### src/rtl/tmds_channel_decoder.sv
// tmds_channel_decoder
//   One TMDS receive lane: word alignment by control-token runs, symbol
//   classification and 8b/10b data decode, in the pixel clock domain.
//   Optional lock-loss counter: define TMDS_DECODER_ERRCNT_EN to add the
//   err_count port and its saturating counter.
//
//   Pipeline: raw_in/raw_prev -> sym (comb, selected by offset)
//             -> stage 1 (sym_q + token class) -> stage 2 (D/C0/C1/DE).
//   The alignment FSM runs on the stage-1 class, so `locked` and the first
//   live stage-2 outputs change on the same edge.
//
//   The FSM state is visible directly on `locked` (1 = LOCKED, 0 = SEARCH).
module tmds_channel_decoder #(
  parameter int CTRL_RUN       = 8,
  parameter int SEARCH_TIMEOUT = 2048,
  parameter int LOCK_TIMEOUT   = 4096
) (
  input  logic       clk,
  input  logic       reset,
  input  logic [9:0] raw_in,
  output logic [7:0] D,
  output logic       C0,
  output logic       C1,
  output logic       DE,
  output logic       locked,
  output logic [3:0] offset
`ifdef TMDS_DECODER_ERRCNT_EN
  ,
  output logic [15:0] err_count
`endif
);

  localparam int RUN_W   = $clog2(CTRL_RUN + 1);
  localparam int DWELL_W = $clog2(SEARCH_TIMEOUT);
  localparam int SIL_W   = $clog2(LOCK_TIMEOUT + 1);

  localparam logic [RUN_W-1:0]   RUN_DONE   = RUN_W'(CTRL_RUN);
  localparam logic [DWELL_W-1:0] DWELL_LAST = DWELL_W'(SEARCH_TIMEOUT - 1);
  localparam logic [SIL_W-1:0]   SIL_DONE   = SIL_W'(LOCK_TIMEOUT);

  localparam logic [9:0] TOK_00 = 10'b1101010100;
  localparam logic [9:0] TOK_01 = 10'b0010101011;
  localparam logic [9:0] TOK_10 = 10'b0101010100;
  localparam logic [9:0] TOK_11 = 10'b1010101011;

  typedef enum logic {
    SEARCH = 1'b0,
    LOCKED = 1'b1
  } state_t;

  state_t             state;
  state_t             state_next;

  logic [9:0]         raw_prev;
  logic [18:0]        window;
  logic [9:0]         sym;
  logic               sym_tok;
  logic [1:0]         sym_c;

  logic [9:0]         sym_q;
  logic               tok_q;
  logic [1:0]         tok_c_q;
  logic [1:0]         c_last;

  logic [7:0]         tdata;
  logic [7:0]         data_dec;

  logic [3:0]         offset_next;
  logic [3:0]         offset_adv;
  logic [RUN_W-1:0]   run;
  logic [RUN_W-1:0]   run_next;
  logic [RUN_W-1:0]   run_cand;
  logic [DWELL_W-1:0] dwell;
  logic [DWELL_W-1:0] dwell_next;
  logic [SIL_W-1:0]   silence;
  logic [SIL_W-1:0]   silence_next;
  logic [SIL_W-1:0]   silence_cand;

  // Bit 9 of raw_in can never start a symbol for offsets 0..9, so it is
  // kept only in raw_prev.
  assign window     = {raw_in[8:0], raw_prev};
  assign offset_adv = (offset == 4'd9) ? 4'd0 : offset + 4'd1;
  assign locked     = (state == LOCKED);

  // Previous deserialized word, needed to form the 20-bit alignment window.
  always_ff @(posedge clk) begin
    if (!reset) begin
      raw_prev <= '0;
    end else begin
      raw_prev <= raw_in;
    end
  end

  // Barrel select of the candidate symbol at the current bit offset.
  always_comb begin
    sym = window[9:0];
    case (offset)
      4'd0:    sym = window[9:0];
      4'd1:    sym = window[10:1];
      4'd2:    sym = window[11:2];
      4'd3:    sym = window[12:3];
      4'd4:    sym = window[13:4];
      4'd5:    sym = window[14:5];
      4'd6:    sym = window[15:6];
      4'd7:    sym = window[16:7];
      4'd8:    sym = window[17:8];
      4'd9:    sym = window[18:9];
      default: sym = window[9:0];
    endcase
  end

  // Control-token classification; sym_c is {C1, C0}.
  always_comb begin
    sym_tok = 1'b0;
    sym_c   = 2'b00;
    case (sym)
      TOK_00: begin sym_tok = 1'b1; sym_c = 2'b00; end
      TOK_01: begin sym_tok = 1'b1; sym_c = 2'b01; end
      TOK_10: begin sym_tok = 1'b1; sym_c = 2'b10; end
      TOK_11: begin sym_tok = 1'b1; sym_c = 2'b11; end
      default: begin sym_tok = 1'b0; sym_c = 2'b00; end
    endcase
  end

  // Stage 1: register the symbol together with its class.
  always_ff @(posedge clk) begin
    if (!reset) begin
      sym_q   <= '0;
      tok_q   <= 1'b0;
      tok_c_q <= 2'b00;
    end else begin
      sym_q   <= sym;
      tok_q   <= sym_tok;
      tok_c_q <= sym_c;
    end
  end

  // Data decode of the stage-1 symbol: undo optional inversion, then the
  // XOR/XNOR transition chain selected by bit 8.
  always_comb begin
    tdata       = sym_q[9] ? ~sym_q[7:0] : sym_q[7:0];
    data_dec    = '0;
    data_dec[0] = tdata[0];
    for (int i = 1; i < 8; i++) begin
      data_dec[i] = sym_q[8] ? (tdata[i] ^ tdata[i-1]) : ~(tdata[i] ^ tdata[i-1]);
    end
  end

  // Alignment FSM next-state: token-run search with per-offset dwell
  // timeout, and silence watchdog while locked.
  always_comb begin
    state_next   = state;
    offset_next  = offset;
    run_next     = run;
    dwell_next   = dwell;
    silence_next = silence;
    run_cand     = '0;
    silence_cand = '0;
    case (state)
      SEARCH: begin
        silence_next = '0;
        if (tok_q) begin
          run_cand = ((run != '0) && (tok_c_q == c_last)) ? run + RUN_W'(1) : RUN_W'(1);
        end
        if (run_cand == RUN_DONE) begin
          // A completed run takes priority over a coincident timeout.
          state_next = LOCKED;
          run_next   = '0;
          dwell_next = '0;
        end else if (dwell == DWELL_LAST) begin
          offset_next = offset_adv;
          dwell_next  = '0;
          run_next    = '0;
        end else begin
          dwell_next = dwell + DWELL_W'(1);
          run_next   = run_cand;
        end
      end
      LOCKED: begin
        run_next     = '0;
        dwell_next   = '0;
        silence_cand = tok_q ? '0 : silence + SIL_W'(1);
        if (silence_cand == SIL_DONE) begin
          state_next   = SEARCH;
          offset_next  = offset_adv;
          silence_next = '0;
        end else begin
          silence_next = silence_cand;
        end
      end
      default: begin
        state_next   = SEARCH;
        offset_next  = '0;
        run_next     = '0;
        dwell_next   = '0;
        silence_next = '0;
      end
    endcase
  end

  // Alignment FSM state, offset and counter registers.
  always_ff @(posedge clk) begin
    if (!reset) begin
      state   <= SEARCH;
      offset  <= '0;
      run     <= '0;
      dwell   <= '0;
      silence <= '0;
    end else begin
      state   <= state_next;
      offset  <= offset_next;
      run     <= run_next;
      dwell   <= dwell_next;
      silence <= silence_next;
    end
  end

  // Stage 2: decoded outputs, forced to zero whenever the lane is not
  // locked after this edge; c_last remembers the most recent token.
  always_ff @(posedge clk) begin
    if (!reset) begin
      D      <= '0;
      C0     <= 1'b0;
      C1     <= 1'b0;
      DE     <= 1'b0;
      c_last <= 2'b00;
    end else begin
      if (tok_q) begin
        c_last <= tok_c_q;
      end
      if (state_next == LOCKED) begin
        if (tok_q) begin
          D  <= '0;
          DE <= 1'b0;
          C1 <= tok_c_q[1];
          C0 <= tok_c_q[0];
        end else begin
          D  <= data_dec;
          DE <= 1'b1;
          C1 <= c_last[1];
          C0 <= c_last[0];
        end
      end else begin
        D  <= '0;
        DE <= 1'b0;
        C1 <= 1'b0;
        C0 <= 1'b0;
      end
    end
  end

`ifdef TMDS_DECODER_ERRCNT_EN
  logic lock_drop;
  assign lock_drop = (state == LOCKED) && (state_next == SEARCH);

  // Saturating count of LOCKED -> SEARCH transitions.
  always_ff @(posedge clk) begin
    if (!reset) begin
      err_count <= '0;
    end else if (lock_drop && (err_count != 16'hFFFF)) begin
      err_count <= err_count + 16'd1;
    end
  end
`endif

endmodule

### config.mk
export PLATFORM = sky130hd
export DESIGN_NAME = tmds_channel_decoder
export DESIGN_NICKNAME = d
export VERILOG_FILES = /design/src/rtl/tmds_channel_decoder.sv
export SDC_FILE = /design/constraint.sdc
export NUM_CORES = 1
export LEC_CHECK = 0
export ABC_AREA = 1
export BUFFER_PORTS_ARGS = -buffer_cell sky130_fd_sc_hd__buf_2
export CAP_MARGIN = 25
export CORE_ASPECT_RATIO = 1.4
export CORE_UTILIZATION = 46
export DETAILED_ROUTE_END_ITERATION = 10
export GPL_TIMING_DRIVEN = 0
export PLACE_DENSITY = 0.68
export REMOVE_ABC_BUFFERS = 1
export SYNTH_ARGS = -nofsm -noshare
export SYNTH_HDL_FRONTEND = slang
export SYNTH_SLANG_ARGS = --single-unit
### constraint.sdc
create_clock -name clk -period 5.65 [get_ports clk]
set_clock_uncertainty 0.15 [all_clocks]
set_input_delay 1.13 -clock clk [delete_from_list [all_inputs] [get_ports clk]]
set_output_delay 1.13 -clock clk [all_outputs]
set_load 0.005 [all_outputs]
; After elaboration in Yosys (flattened, before gate mapping)
; Index checks and enable logic that the tools add are counted.
[word_totals]
ff_bits = 69
latchBits = 0
ram_bits = 0
romBits = 0
input_bits = 12
out_inout_bits = 16
wordCells = 96
n_memories = 0
[classes]
addsub = 4
n_mul = 0
div = 0
n_lt_le_gt_ge = 0
n_eq_ne = 20
n_shift = 0
n_mux = 34
bitwise_logic = 18
n_reduce_logical = 6
[ops]
columns = cell, count
row1 = $pmux 10 s9, 1
row2 = $mux 4, 9
row3 = $mux 13, 2
row4 = $pmux 13 s2, 1
row5 = $mux 11, 2
row6 = $pmux 11 s2, 1
row7 = $eq 10x10->1 const B, 2
row8 = $eq 4x3->1 const B, 4
row9 = $pmux 4 s2, 2
row10 = $add 13x1->13 const B, 1
row11 = $eq 13x13->1 const B, 1
row12 = $mux 1, 13
row13 = $eq 4x4->1 const B, 3
row14 = $add 11x1->11 const B, 1
row15 = $eq 11x11->1 const B, 1
row16 = $eq 10x8->1 const B, 1
row17 = $eq 10x9->1 const B, 1
row18 = $not 1->1, 10
row19 = $add 4x1->4 const B, 2
row20 = $eq 4x2->1 const B, 2
row21 = $mux 8, 1
row22 = $not 8->8, 1
row23 = $xor 1x1->1, 7
row24 = $pmux 2 s3, 1
row25 = 11 further kinds, 12

; Longest topological paths before layout
[depth]
ltp_word = 10
ltp_mapped = 14
mapped_depth_nobuf = 14

; Worst setup path after synthesis
; No wires, ideal clock.
[synth_path]
kind = input-to-reg
from = input port raw_in[0]
to = register tok_c_q[1]
setup_time_ps = 70
arrival_time_ps = 2082
t_required_ps = 5430
slack_ps = 3348
path_stages = 10
path_buffers = 1
path_cell_list = buf_1 > nand3_1 > nand2_1 > nor2_1 > nand3_1 > nor2_2 > nand3_1 > nor2_1 > nand2_1 > a21boi_1
[synth_between]
elab_chain_cells = 3
elab_cells_between_ends = 5
classes_between = 3 x eq/ne / 2 x mux
[synth_rtl]
columns = item, line
row1 = "start, declared", 20  ; input logic [9:0] raw_in,
row2 = $pmux 10 s9 (*), 97  ; case (offset)
row3 = $eq 10x10->1 (tied with other cells), 116  ; case (sym)
row4 = $pmux 2 s3 (*), 116
row5 = "end signal, assigned", 134  ; tok_c_q <= sym_c;
row6 = "end, declared", 62  ; logic [1:0] tok_c_q;
; Mark *: on every way between the ends. The rest lies on a longest branch, timed or not.
; A chain may end at the register's enable or synchronous reset.

; Worst setup path after layout
[layout_path]
from = register offset[1]
to = register tok_c_q[1]
[layout_between]
elab_chain_cells = 4
elab_cells_between_ends = 14
classes_between = 12 x eq/ne / 2 x mux
[layout_rtl]
columns = item, line
row1 = "start, declared", 26  ; output logic [3:0] offset
row2 = "start signal, assigned", 211  ; offset <= offset_next;
row3 = $eq 4x4->1 (tied with other cells), 97
row4 = $pmux 10 s9 (*), 97
row5 = $eq 10x10->1 (tied with other cells), 116
row6 = $pmux 2 s3 (*), 116
; Marks and branches as above.

==> results.md <==
* Largest area contributor in the netlist: dfxtp_1
* Post-route setup slack at 3240 ps
* Reg clk slew, reported paths at 80 ps
* Initial antenna violation count at 0
* P_int at 769 µW
* CP startpoint: offset[1]
* Pre-CTS WS at 3050 ps
* PwrDens at 240 mW/mm²
* Largest net degree at the start of global routing at 18
* Die outline width at 78.8 µm
* Least-Margin Pin Slew at 564 ps
* Max-capacitance violation count at 0
* IO Port Bufs at 27
* Worst-Skew Late Latency at 360 ps
* HP Start: dwell[10]
* Die Y at 109 µm
* Period minus WS final at 2410 ps
* Clock power frac at 45.4%
* TritonCTS buffer count at 9
* Final hold violations at 0
* Area Growth Syn to Fin at 9.80%
* Initial DRC count at 166
* First-pass GRT wire length at 14400 µm
* Syn Inst Count at 568
* Hold buffer count at CTS at 0
* Die Area at 0.00862 mm²
* Aggregate routed wire length at 8680 µm
* Row count at 38
* Final setup viols at 0
* Antenna viol nets, final at 0
* Yosys top cell area share at 36.4%
* Synthesized area per cell at 6.68 µm²
* Nets at 605
* CTS HTree Levels at 3
* Synthesized flop and latch total at 69
* Seq pwr share at 50.4%
* Initial core utilization at 48.1%
* Setup TNS at 0 ps
* Max VDD drop at 0.167 mV
* Worst setup SP type: flop
* Share of cells above drive strength 1 at 13.5%
* Synth area leaders: dfxtp_1 (36%), nand2_1 (15%), nor2_1 (8.2%)
* HPWL after DPL at 6310 µm
* Critical Path RT at 5790 ps
* Leak at 0.00195 µW
* DRC violation count after routing at 0
* Combinational share of power at 4.3%
* Core area at 0.00789 mm²
* GR Util All Layers at 21.7%
* Worst setup path class: flop to flop
* CP arrival at 2550 ps
* Synth warn at 0
* RSZ-0062 raised after global routing: no
* Max-slew violation count at 0
* Slew margin rel. at 62.3%
* Buffer levels on the longest clock path at 2
* Post-CTS Resized at 0
* Switching share of total power at 23.1%
* Critical path fanouts, max at 17
* Outcome: completed
* Psw at 232 µW
* # diodes at 0
* CTS root buf: clkbuf_8
* Worst Hold Class: flop to flop
* Total gr overflow at 0
* Netlist cell types at 39
* IO Pins at 28
* Routability cong. at 0.908
* Syn Std Cell Area at 0.00379 mm²
* Final period util at 42.7%
* Vias in the first global route at 3177
* First-pass DRT Iterations at 5
* Max frequency at 415 MHz
* DR vias/cell at 5.12
* Overall power at 1000 µW
* Clock Sinks at 69
* # Post-CTS Setup Buffers at 0
* Wire per inst at 12.5 µm
* Total number of vias at 3556
* Register area share after synthesis at 36.4%
* TritonCTS clock tree: yes
* Worst setup EP type: flop
* Critical R2R Launch: offset[1]
==> worst paths after layout <==
path / end / slack, ps / cells after the start
min: dwell[10] / 300 / 2
max reg2reg: tok_c_q[1] / 3240 / 10
max: tok_c_q[1] / 3240 / 10
min reg2reg: dwell[10] / 300 / 2
==> power groups by stage <==
| stage | clock [µW] | combinational [µW] | sequential (µW) |
|---|---|---|---|
| 2_1_floorplan | 0 | 26.6 | 512 |
| 3_5_place_dp | 0 | 42.7 | 515 |
| 3_3_place_gp | 0 | 41.8 | 515 |
| 5_1_grt | 487 | 48.6 | 505 |
| 6_report | 454 | 42.9 | 504 |
| 4_1_cts | 466 | 42.8 | 504 |
==> cell usage after synthesis (all sizes together) <==
cell and instances:
nand2 159, nor2 100, dfxtp 69, inv 68, nand3 62, o21ai 18, xor2 14, buf 13
nand4 11, a21oi 10, xnor2 8, nor3 7, clkbuf 4, ha 4, or2 4, nor4 3
o21bai 3, mux2i 2, a21boi 1, a22o 1, a31oi 1, and2 1, clkinv 1, nor3b 1
o211ai 1, o22ai 1, o2bb2ai 1
==> per-layer routing <==
metal  track usage (%)  routed length, µm
met1              25.1               3630
met2              38.6               4350
met3              3.90                527
met4              9.79                167
met5                 0                  0
==> state kept, by name, indices dropped and copies added, names as in the netlist, 2 cells and up <==
signal	count
run	4
sym_q	10
raw_prev	10
tok_c_q	2
offset	4
silence	13
D	8
dwell	11
c_last	2
==> cell families after synthesis <==
kind of cell / Yosys count / synth area share [%]
simple gates: 348 / 41.2
buf+inv: 86 / 9.80
flops: 69 / 36.4
compound gates: 37 / 5.67
xor+xnor: 22 / 5.08
fa+ha+maj: 4 / 1.32
mux: 2 / 0.528
==> worst max-delay path, stage by stage, from the launching register on <==
cell and delay, ps:
dfxtp_1 430, nor2_4 390, inv_2 60, o21ai_2 430, inv_2 120, or2_2 310, nand2_2 90, nand2_1 60
nor2_2 110, nand3_1 80, a21boi_1 110
==> cells in the final DEF, fill, tap and decap left out, types with 8 or more instances in the layout <==
master / Yosys / final
nor2_2: 8 / 8
clkbuf_8: 0 / 10
xnor2_1: 8 / 8
nand2_1: 151 / 151
inv_1: 61 / 61
nor2_1: 83 / 83
xor2_1: 14 / 14
o21ai_0: 10 / 10
buf_2: 3 / 27
dfxtp_1: 69 / 69
nor2_4: 9 / 9
nand4_1: 10 / 10
nand3_1: 62 / 62
a21oi_1: 10 / 10
==> through the flow <==
stage / hold WS (ps) / cells / util [%] / cell area (µm²)
floorplan: 268 / 551 / - / 3680
global placement: 280 / 678 / 49.9 / 3940
detailed placement: 291 / 678 / 49.9 / 3940
CTS: 303 / 694 / 52.8 / 4170
global route: 315 / 694 / 52.8 / 4170
finish: 301 / 694 / 52.8 / 4170
==> final cells by class <==
| cell class | instances | area [µm²] |
|---|---|---|
| Sequential cell | 69 | 1380 |
| Fill cell | 829 | 3730 |
| Tap cell | 100 | 125 |
| Clock inverter | 6 | 86.3 |
| Clock buffer | 10 | 138 |
| Inverter | 69 | 259 |
| Multi-Input combinational cell | 413 | 2040 |
| Timing Repair Buffer | 27 | 135 |
Note: power is estimated with default switching activity, not from simulation.
